==> src/rtl/sram_march_bist_if.sv <==
// RAM-side bus of the March BIST: the BIST drives address/data/write, the RAM returns read data.
// The master modport is the BIST; the slave modport is the SRAM (or its model).
interface sram_march_bist_if #(
   parameter int unsigned ADDR_WIDTH = 8,
   parameter int unsigned DATA_WIDTH = 8
);
   logic                  ram_write;
   logic [ADDR_WIDTH-1:0] ram_addr;
   logic [DATA_WIDTH-1:0] ram_wdata;
   logic [DATA_WIDTH-1:0] ram_rdata;

   modport master (
      output ram_write,
      output ram_addr,
      output ram_wdata,
      input  ram_rdata
   );

   modport slave (
      input  ram_write,
      input  ram_addr,
      input  ram_wdata,
      output ram_rdata
   );
endinterface

==> src/rtl/sram_march_bist.sv <==
// 4-element March BIST driver for a single-port synchronous SRAM with 1-cycle read latency.
// Reports pass, or the address/data/element of the first mismatching read.
module sram_march_bist #(
   parameter int unsigned ADDR_WIDTH = 8,
   parameter int unsigned DATA_WIDTH = 8,
   parameter int unsigned DEPTH      = 256
) (
   input  logic                  clk,
   input  logic                  reset,
   input  logic                  start,
   input  logic [DATA_WIDTH-1:0] pattern,
   output logic                  busy,
   output logic                  done,
   output logic                  fail,
   output logic [ADDR_WIDTH-1:0] fail_addr,
   output logic [DATA_WIDTH-1:0] fail_rdata,
   output logic [DATA_WIDTH-1:0] fail_expect,
   output logic [1:0]            fail_elem,
   sram_march_bist_if.master     ram
);

   localparam logic [ADDR_WIDTH-1:0] LastAddr = ADDR_WIDTH'(DEPTH - 1);

   typedef enum logic [3:0] {
      StIdle, StM0W, StM1Rd, StM1Cw, StM2Rd, StM2Cw, StM3Rd, StM3C, StFinish, StDone, StFail
   } state_e;

   state_e                state_q;
   logic [ADDR_WIDTH-1:0] addr_q;
   logic [DATA_WIDTH-1:0] pat_q;
   logic [DATA_WIDTH-1:0] wdata_q;
   logic                  wr_q;
   logic                  busy_q, done_q, fail_q;
   logic [ADDR_WIDTH-1:0] fail_addr_q;
   logic [DATA_WIDTH-1:0] fail_rdata_q, fail_expect_q;
   logic [1:0]            fail_elem_q;

   logic                  cmp_state;
   logic [DATA_WIDTH-1:0] exp_data;
   logic [1:0]            cur_elem;
   logic                  mismatch;

   always_comb begin
      cmp_state = 1'b0;
      exp_data  = pat_q;
      cur_elem  = 2'd0;
      unique case (state_q)
         StM1Cw: begin
            cmp_state = 1'b1;
            cur_elem  = 2'd1;
         end
         StM2Cw: begin
            cmp_state = 1'b1;
            exp_data  = ~pat_q;
            cur_elem  = 2'd2;
         end
         StM3C: begin
            cmp_state = 1'b1;
            cur_elem  = 2'd3;
         end
         default: ;
      endcase
      mismatch = cmp_state && (ram.ram_rdata != exp_data);
   end

   always_ff @(posedge clk) begin
      if (reset) begin
         state_q       <= StIdle;
         addr_q        <= '0;
         pat_q         <= '0;
         wdata_q       <= '0;
         wr_q          <= 1'b0;
         busy_q        <= 1'b0;
         done_q        <= 1'b0;
         fail_q        <= 1'b0;
         fail_addr_q   <= '0;
         fail_rdata_q  <= '0;
         fail_expect_q <= '0;
         fail_elem_q   <= '0;
      end else if (mismatch) begin
         // Write in this cycle is already gated off combinationally; freeze the RAM port.
         state_q       <= StFail;
         wr_q          <= 1'b0;
         busy_q        <= 1'b0;
         fail_q        <= 1'b1;
         fail_addr_q   <= addr_q;
         fail_rdata_q  <= ram.ram_rdata;
         fail_expect_q <= exp_data;
         fail_elem_q   <= cur_elem;
      end else begin
         unique case (state_q)
            StIdle, StDone, StFail: begin
               if (start) begin
                  state_q       <= StM0W;
                  pat_q         <= pattern;
                  addr_q        <= '0;
                  wr_q          <= 1'b1;
                  wdata_q       <= pattern;
                  busy_q        <= 1'b1;
                  done_q        <= 1'b0;
                  fail_q        <= 1'b0;
                  fail_addr_q   <= '0;
                  fail_rdata_q  <= '0;
                  fail_expect_q <= '0;
                  fail_elem_q   <= '0;
               end
            end
            StM0W: begin
               if (addr_q == LastAddr) begin
                  state_q <= StM1Rd;
                  addr_q  <= '0;
                  wr_q    <= 1'b0;
               end else begin
                  addr_q <= addr_q + 1'b1;
               end
            end
            StM1Rd: begin
               state_q <= StM1Cw;
               wr_q    <= 1'b1;
               wdata_q <= ~pat_q;
            end
            StM1Cw: begin
               wr_q <= 1'b0;
               if (addr_q == LastAddr) begin
                  state_q <= StM2Rd;
                  addr_q  <= LastAddr;
               end else begin
                  state_q <= StM1Rd;
                  addr_q  <= addr_q + 1'b1;
               end
            end
            StM2Rd: begin
               state_q <= StM2Cw;
               wr_q    <= 1'b1;
               wdata_q <= pat_q;
            end
            StM2Cw: begin
               wr_q <= 1'b0;
               if (addr_q == '0) begin
                  state_q <= StM3Rd;
                  addr_q  <= LastAddr;
               end else begin
                  state_q <= StM2Rd;
                  addr_q  <= addr_q - 1'b1;
               end
            end
            StM3Rd: state_q <= StM3C;
            StM3C: begin
               if (addr_q == '0) begin
                  state_q <= StFinish;
               end else begin
                  state_q <= StM3Rd;
                  addr_q  <= addr_q - 1'b1;
               end
            end
            StFinish: begin
               state_q <= StDone;
               busy_q  <= 1'b0;
               done_q  <= 1'b1;
            end
            default: state_q <= StIdle;
         endcase
      end
   end

   assign ram.ram_write = wr_q & ~mismatch;
   assign ram.ram_addr  = addr_q;
   assign ram.ram_wdata = wdata_q;

   assign busy        = busy_q;
   assign done        = done_q;
   assign fail        = fail_q;
   assign fail_addr   = fail_addr_q;
   assign fail_rdata  = fail_rdata_q;
   assign fail_expect = fail_expect_q;
   assign fail_elem   = fail_elem_q;

endmodule
==> src/flat_wrapper.sv <==
// flat-port wrapper written by rule: the top's interface ports become plain ports
module sram_march_bist_flat 
#(
   parameter int unsigned ADDR_WIDTH = 8,
   parameter int unsigned DATA_WIDTH = 8,
   parameter int unsigned DEPTH      = 256
)
  (clk, reset, start, pattern, busy, done, fail, fail_addr, fail_rdata, fail_expect, fail_elem, ram_ram_write, ram_ram_addr, ram_ram_wdata, ram_ram_rdata);
  sram_march_bist_if #(.ADDR_WIDTH(ADDR_WIDTH), .DATA_WIDTH(DATA_WIDTH)) ram_i ();
  input  logic clk;
  input  logic reset;
  input  logic start;
  input  logic [DATA_WIDTH-1:0] pattern;
  output logic busy;
  output logic done;
  output logic fail;
  output logic [ADDR_WIDTH-1:0] fail_addr;
  output logic [DATA_WIDTH-1:0] fail_rdata;
  output logic [DATA_WIDTH-1:0] fail_expect;
  output logic [1:0] fail_elem;
  output wire logic [$bits(ram_i.ram_write)-1:0] ram_ram_write;
  output wire logic [$bits(ram_i.ram_addr)-1:0] ram_ram_addr;
  output wire logic [$bits(ram_i.ram_wdata)-1:0] ram_ram_wdata;
  input wire logic [$bits(ram_i.ram_rdata)-1:0] ram_ram_rdata;
  assign ram_ram_write = ram_i.ram_write;
  assign ram_ram_addr = ram_i.ram_addr;
  assign ram_ram_wdata = ram_i.ram_wdata;
  assign ram_i.ram_rdata = ram_ram_rdata;
  sram_march_bist #(.ADDR_WIDTH(ADDR_WIDTH), .DATA_WIDTH(DATA_WIDTH), .DEPTH(DEPTH)) u_core (.clk(clk), .reset(reset), .start(start), .pattern(pattern), .busy(busy), .done(done), .fail(fail), .fail_addr(fail_addr), .fail_rdata(fail_rdata), .fail_expect(fail_expect), .fail_elem(fail_elem), .ram(ram_i));
endmodule
==> config.mk <==
export PLATFORM = sky130hd
export DESIGN_NAME = sram_march_bist_flat
export DESIGN_NICKNAME = d
export VERILOG_FILES = /design/src/rtl/sram_march_bist_if.sv /design/src/rtl/sram_march_bist.sv /design/src/flat_wrapper.sv
export SDC_FILE = /design/constraint.sdc
export NUM_CORES = 1
export LEC_CHECK = 0
export ABC_AREA = 1
export BUFFER_PORTS_ARGS = -buffer_cell sky130_fd_sc_hd__clkbuf_2
export CORE_MARGIN = 3
export CORE_UTILIZATION = 51
export CTS_BUF_LIST = sky130_fd_sc_hd__clkbuf_8
export CTS_CLUSTER_SIZE = 8
export DETAILED_ROUTE_END_ITERATION = 10
export GPL_TIMING_DRIVEN = 1
export PLACE_DENSITY_LB_ADDON = 0.12
export SETUP_SLACK_MARGIN = 0.3
export SLEW_MARGIN = 25
export SYNTH_ARGS = -nofsm -noshare
export SYNTH_HDL_FRONTEND = slang
export SYNTH_SLANG_ARGS = --single-unit
==> constraint.sdc <==
create_clock -name clk -period 1.9 [get_ports clk]
set_clock_uncertainty 0.2 [all_clocks]
set_input_delay 0 -clock clk [delete_from_list [all_inputs] [get_ports clk]]
set_output_delay 0 -clock clk [all_outputs]
set_load 0.01 [all_outputs]
==> results.cfg <==
[synth]
ys_ff_latch = 58
ys_top_cells_by_area = dfxtp_1 37%, nand2_1 13%, nand3_1 8.7%
syn-num-nets = 484
yosys.area.top_type_share_pct = 37.3
avgSynthCellArea_um2 = 6.72
yosysWarnings = 0
ys_types = 28
synth_top_cell_by_area = dfxtp_1
syn_inst = 463
synth_area_um2 = 3110
ys_seq_area_share_pct = 37.3

[die]
placementRows = 27
die_area_um2 = 7070
fp.dieW_um = 84.1
top_level_ports = 65
core-area_um2 = 5710
start_util_pct = 54.5
fp.dieH_um = 84.1

[critical_path]
cp_slowest_cell = dfxtp_2
end_kind = flip-flop
crit_arrival_ns = 2.57
rrSetupSlack_ns = -0.61
crit_path_start = u_core.state_q[2]
worst_path_most_repeated_cell = nand2_2
path_max_fanout = 13
r2r_cells = 15
worstSetupPathType = flip-flop to flip-flop
crit_chain = inv_2, nor2_4, buf_6, nand3_4, buf_4, nand3b_1, nand2_2, nand2_1, nor2_1, nand2_2, nand2_8, buf_6, clkinv_8, nand2_2, a21oi_2
slowest_delay_ns = 0.38
cp-endpoint = u_core.fail_expect[2]
r2r-end = u_core.fail_expect[2]
worstPathRequired_ns = 1.96
r2r_start = u_core.state_q[2]
startpoint_type = flip-flop

[clock_network]
cts_root_buf = clkbuf_8
cts_buffers = 9
clk_path_buf_depth = 2
cts_tree = built
cts_max_level = 3
clock_latency_ns = 0.36
clock_sinks = 58
clkTransAtPathRegs_ns = 0.08

[drt]
avgRoutedWirePerCell_um = 23.9
wl_um = 17100
initialDrtViolationCount = 966
drtPass1Iterations = 6
drc_errors = 0
vias_per_cell = 6.75
ant_nets = 0
num_vias = 4822

[power]
p_sw_share_pct = 46.2
cellInternalPower_mw = 4.20
max-vdd-ir-drop_uv = 1460
p_seq_share_pct = 23.3
p_sw_mw = 3.61
power_density_nw_per_um2 = 1470
clkPwrFrac_pct = 17.8
leakagePower_nw = 2.46
comb_power_share_pct = 58.9

[placed_design]
pre_cts_slack_ns = -0.376
numPortBuffers = 64
place.gp.congestion = 0.928
dp.final_hpwl_um = 6720

[finish]
layout.nets = 658
fin_util_pct = 93.3
area_growth_pct = 71.2
layout_commonest_cell = nand2_1
drive_above_1_share_pct = 46.6
mostFrequentLayoutCells = 79 x nand2_1, 66 x buf_4, 64 x clkbuf_2, 51 x dfxtp_1, 45 x nand3_1
diodes = 0

[sta]
slew_violations = 0
fin_ws_ns = -0.610
fmax_ghz = 0.398
period_share_pct = 132
fin_crit_ns = 2.51
finalSetupViolCount = 50
tightest_slew_ns = 0.521
rsz0062_at_grt = yes
max-slew-margin-rel_pct = 65.2
final_hold_viol_count = 0

[outcome]
violations = negative setup slack
status = finished, violations left

[run]
drv_cap = 0

[global_route]
grt_pass1_wl_um = 20800
grt-ovfl-total = 0
grt_pass1_vias = 4138
grt_max_degree = 31
track_usage_pct = 36.9
antenna_found_initial = 0

[min_path]
hold_path.class = flip-flop to flip-flop
cell families after synthesis:
family	count (synthesis)	share of synthesized area [%]
adder cells (fa/ha/maj)	2	0.804
AND/OR/NAND/NOR	234	33.5
XOR/XNOR	8	2.25
AO/OA/AOI/OAI	94	16.7
buffers and inverters	67	9.41
flip-flops	58	37.3
cells in the mapped netlist:
master and instances:
ha_1 2, nand3_4 1, inv_1 46, nand4_1 9, a21oi_1 52, nand3_1 54
nor2_4 2, nor3_1 1, nand2_4 1, xor2_1 8, a22oi_1 3, a21oi_2 1
nor4_1 1, a31oi_1 2, nand3b_1 3, nor2_2 1, a221oi_1 8, clkbuf_1 10
o211ai_1 2, buf_2 3, inv_2 2, nand2_1 105, buf_6 4, nor2_1 48
nand2_2 8, o21ai_0 26, buf_4 2, dfxtp_1 58
metrics by stage:
step | instance area, µm² | TNS [ns] | cells | power [mW] | hold WS, ns
floorplan | 3150 | -1.76 | 463 | 3.42 | -0.0528
global placement | 3900 | -12.02 | 638 | 4.34 | 0.0751
detailed placement | 3900 | -14.86 | 638 | 4.37 | 0.0780
CTS | 5020 | -7.58 | 707 | 6.82 | 0.260
global route | 5330 | -24.58 | 714 | 8.01 | 0.305
finish | 5330 | -22.20 | 714 | 7.81 | 0.285
worst max-delay path, delay by kind of cell (launching register included):
family,cells,cell delay [ns]
AOI/OAI and AO/OA,1,0.23
buffers and inverters,5,0.63
and+or+nand+nor,9,0.96
DFF,1,0.38
layer usage:
layer / up-vias / wire [µm] / global-route usage, % / part of all wire [%]
li1: 1899 / - / - / -
met1: 2153 / 5650 / 46.5 / 33
met2: 549 / 7510 / 60.1 / 44
met3: 221 / 2230 / 6.61 / 13
met4: 0 / 1670 / 18.3 / 9.8
met5: - / 0 / 0 / 0
sequential cells by signal, summed over array words and instances, names as in the netlist:
| signal | count |
|---|---|
| u_core.fail_addr | 8 |
| u_core.wr_q | 1 |
| u_core.state_q | 4 |
| u_core.ram.ram_addr | 8 |
| u_core.pat_q | 8 |
| u_core.done | 1 |
| u_core.fail | 1 |
| u_core.fail_rdata | 8 |
| u_core.fail_elem | 2 |
| u_core.busy | 1 |
| u_core.ram.ram_wdata | 8 |
| u_core.fail_expect | 8 |
how the worst min path moves through the flow:
stage | start | endpoint | slack [ns] | cells past startpoint
finish | u_core.fail_expect[5] | u_core.fail_expect[5] | 0.28 | 2
global route | u_core.fail_expect[4] | u_core.fail_expect[4] | 0.30 | 2
CTS | ram_ram_rdata[3] | u_core.fail_elem[1] | 0.26 | 10
detailed placement | ram_ram_rdata[2] | u_core.fail_rdata[2] | 0.08 | 3
global placement | ram_ram_rdata[2] | u_core.fail_rdata[2] | 0.08 | 3
floorplan | ram_ram_rdata[7] | u_core.fail_rdata[7] | -0.05 | 2
repair_timing:
| action | in CTS | in global routing |
|---|---|---|
| setup endpoints to repair | 59 | 59 |
| hold endpoints to repair | 54 | 0 |
| gates cloned | 10 | 0 |
| pin swaps | 28 | 31 |
| setup buffers | 25 | 7 |
| resized for setup | 101 | 70 |
| hold buffers | 18 | 0 |
layout make-up:
cell class | count | area, µm²
tap | 72 | 90.1
multi-input combinational | 340 | 2140
clock inverter | 5 | 77.6
timing repair buffer | 177 | 1450
inverter | 48 | 201
clock buffer | 11 | 151
sequential | 58 | 1180
fill | 197 | 384
timing repair inverter | 3 | 31.3
power by group through the flow:
stage	Sequential (mW)	Clock, mW	Combinational [mW]
3_3_place_gp	1.73	0	2.61
5_1_grt	1.82	1.41	4.78
3_5_place_dp	1.74	0	2.63
6_report	1.82	1.39	4.61
4_1_cts	1.73	1.32	3.77
2_1_floorplan	1.76	0	1.66
No activity file was read; power rests on OpenSTA's default activity.
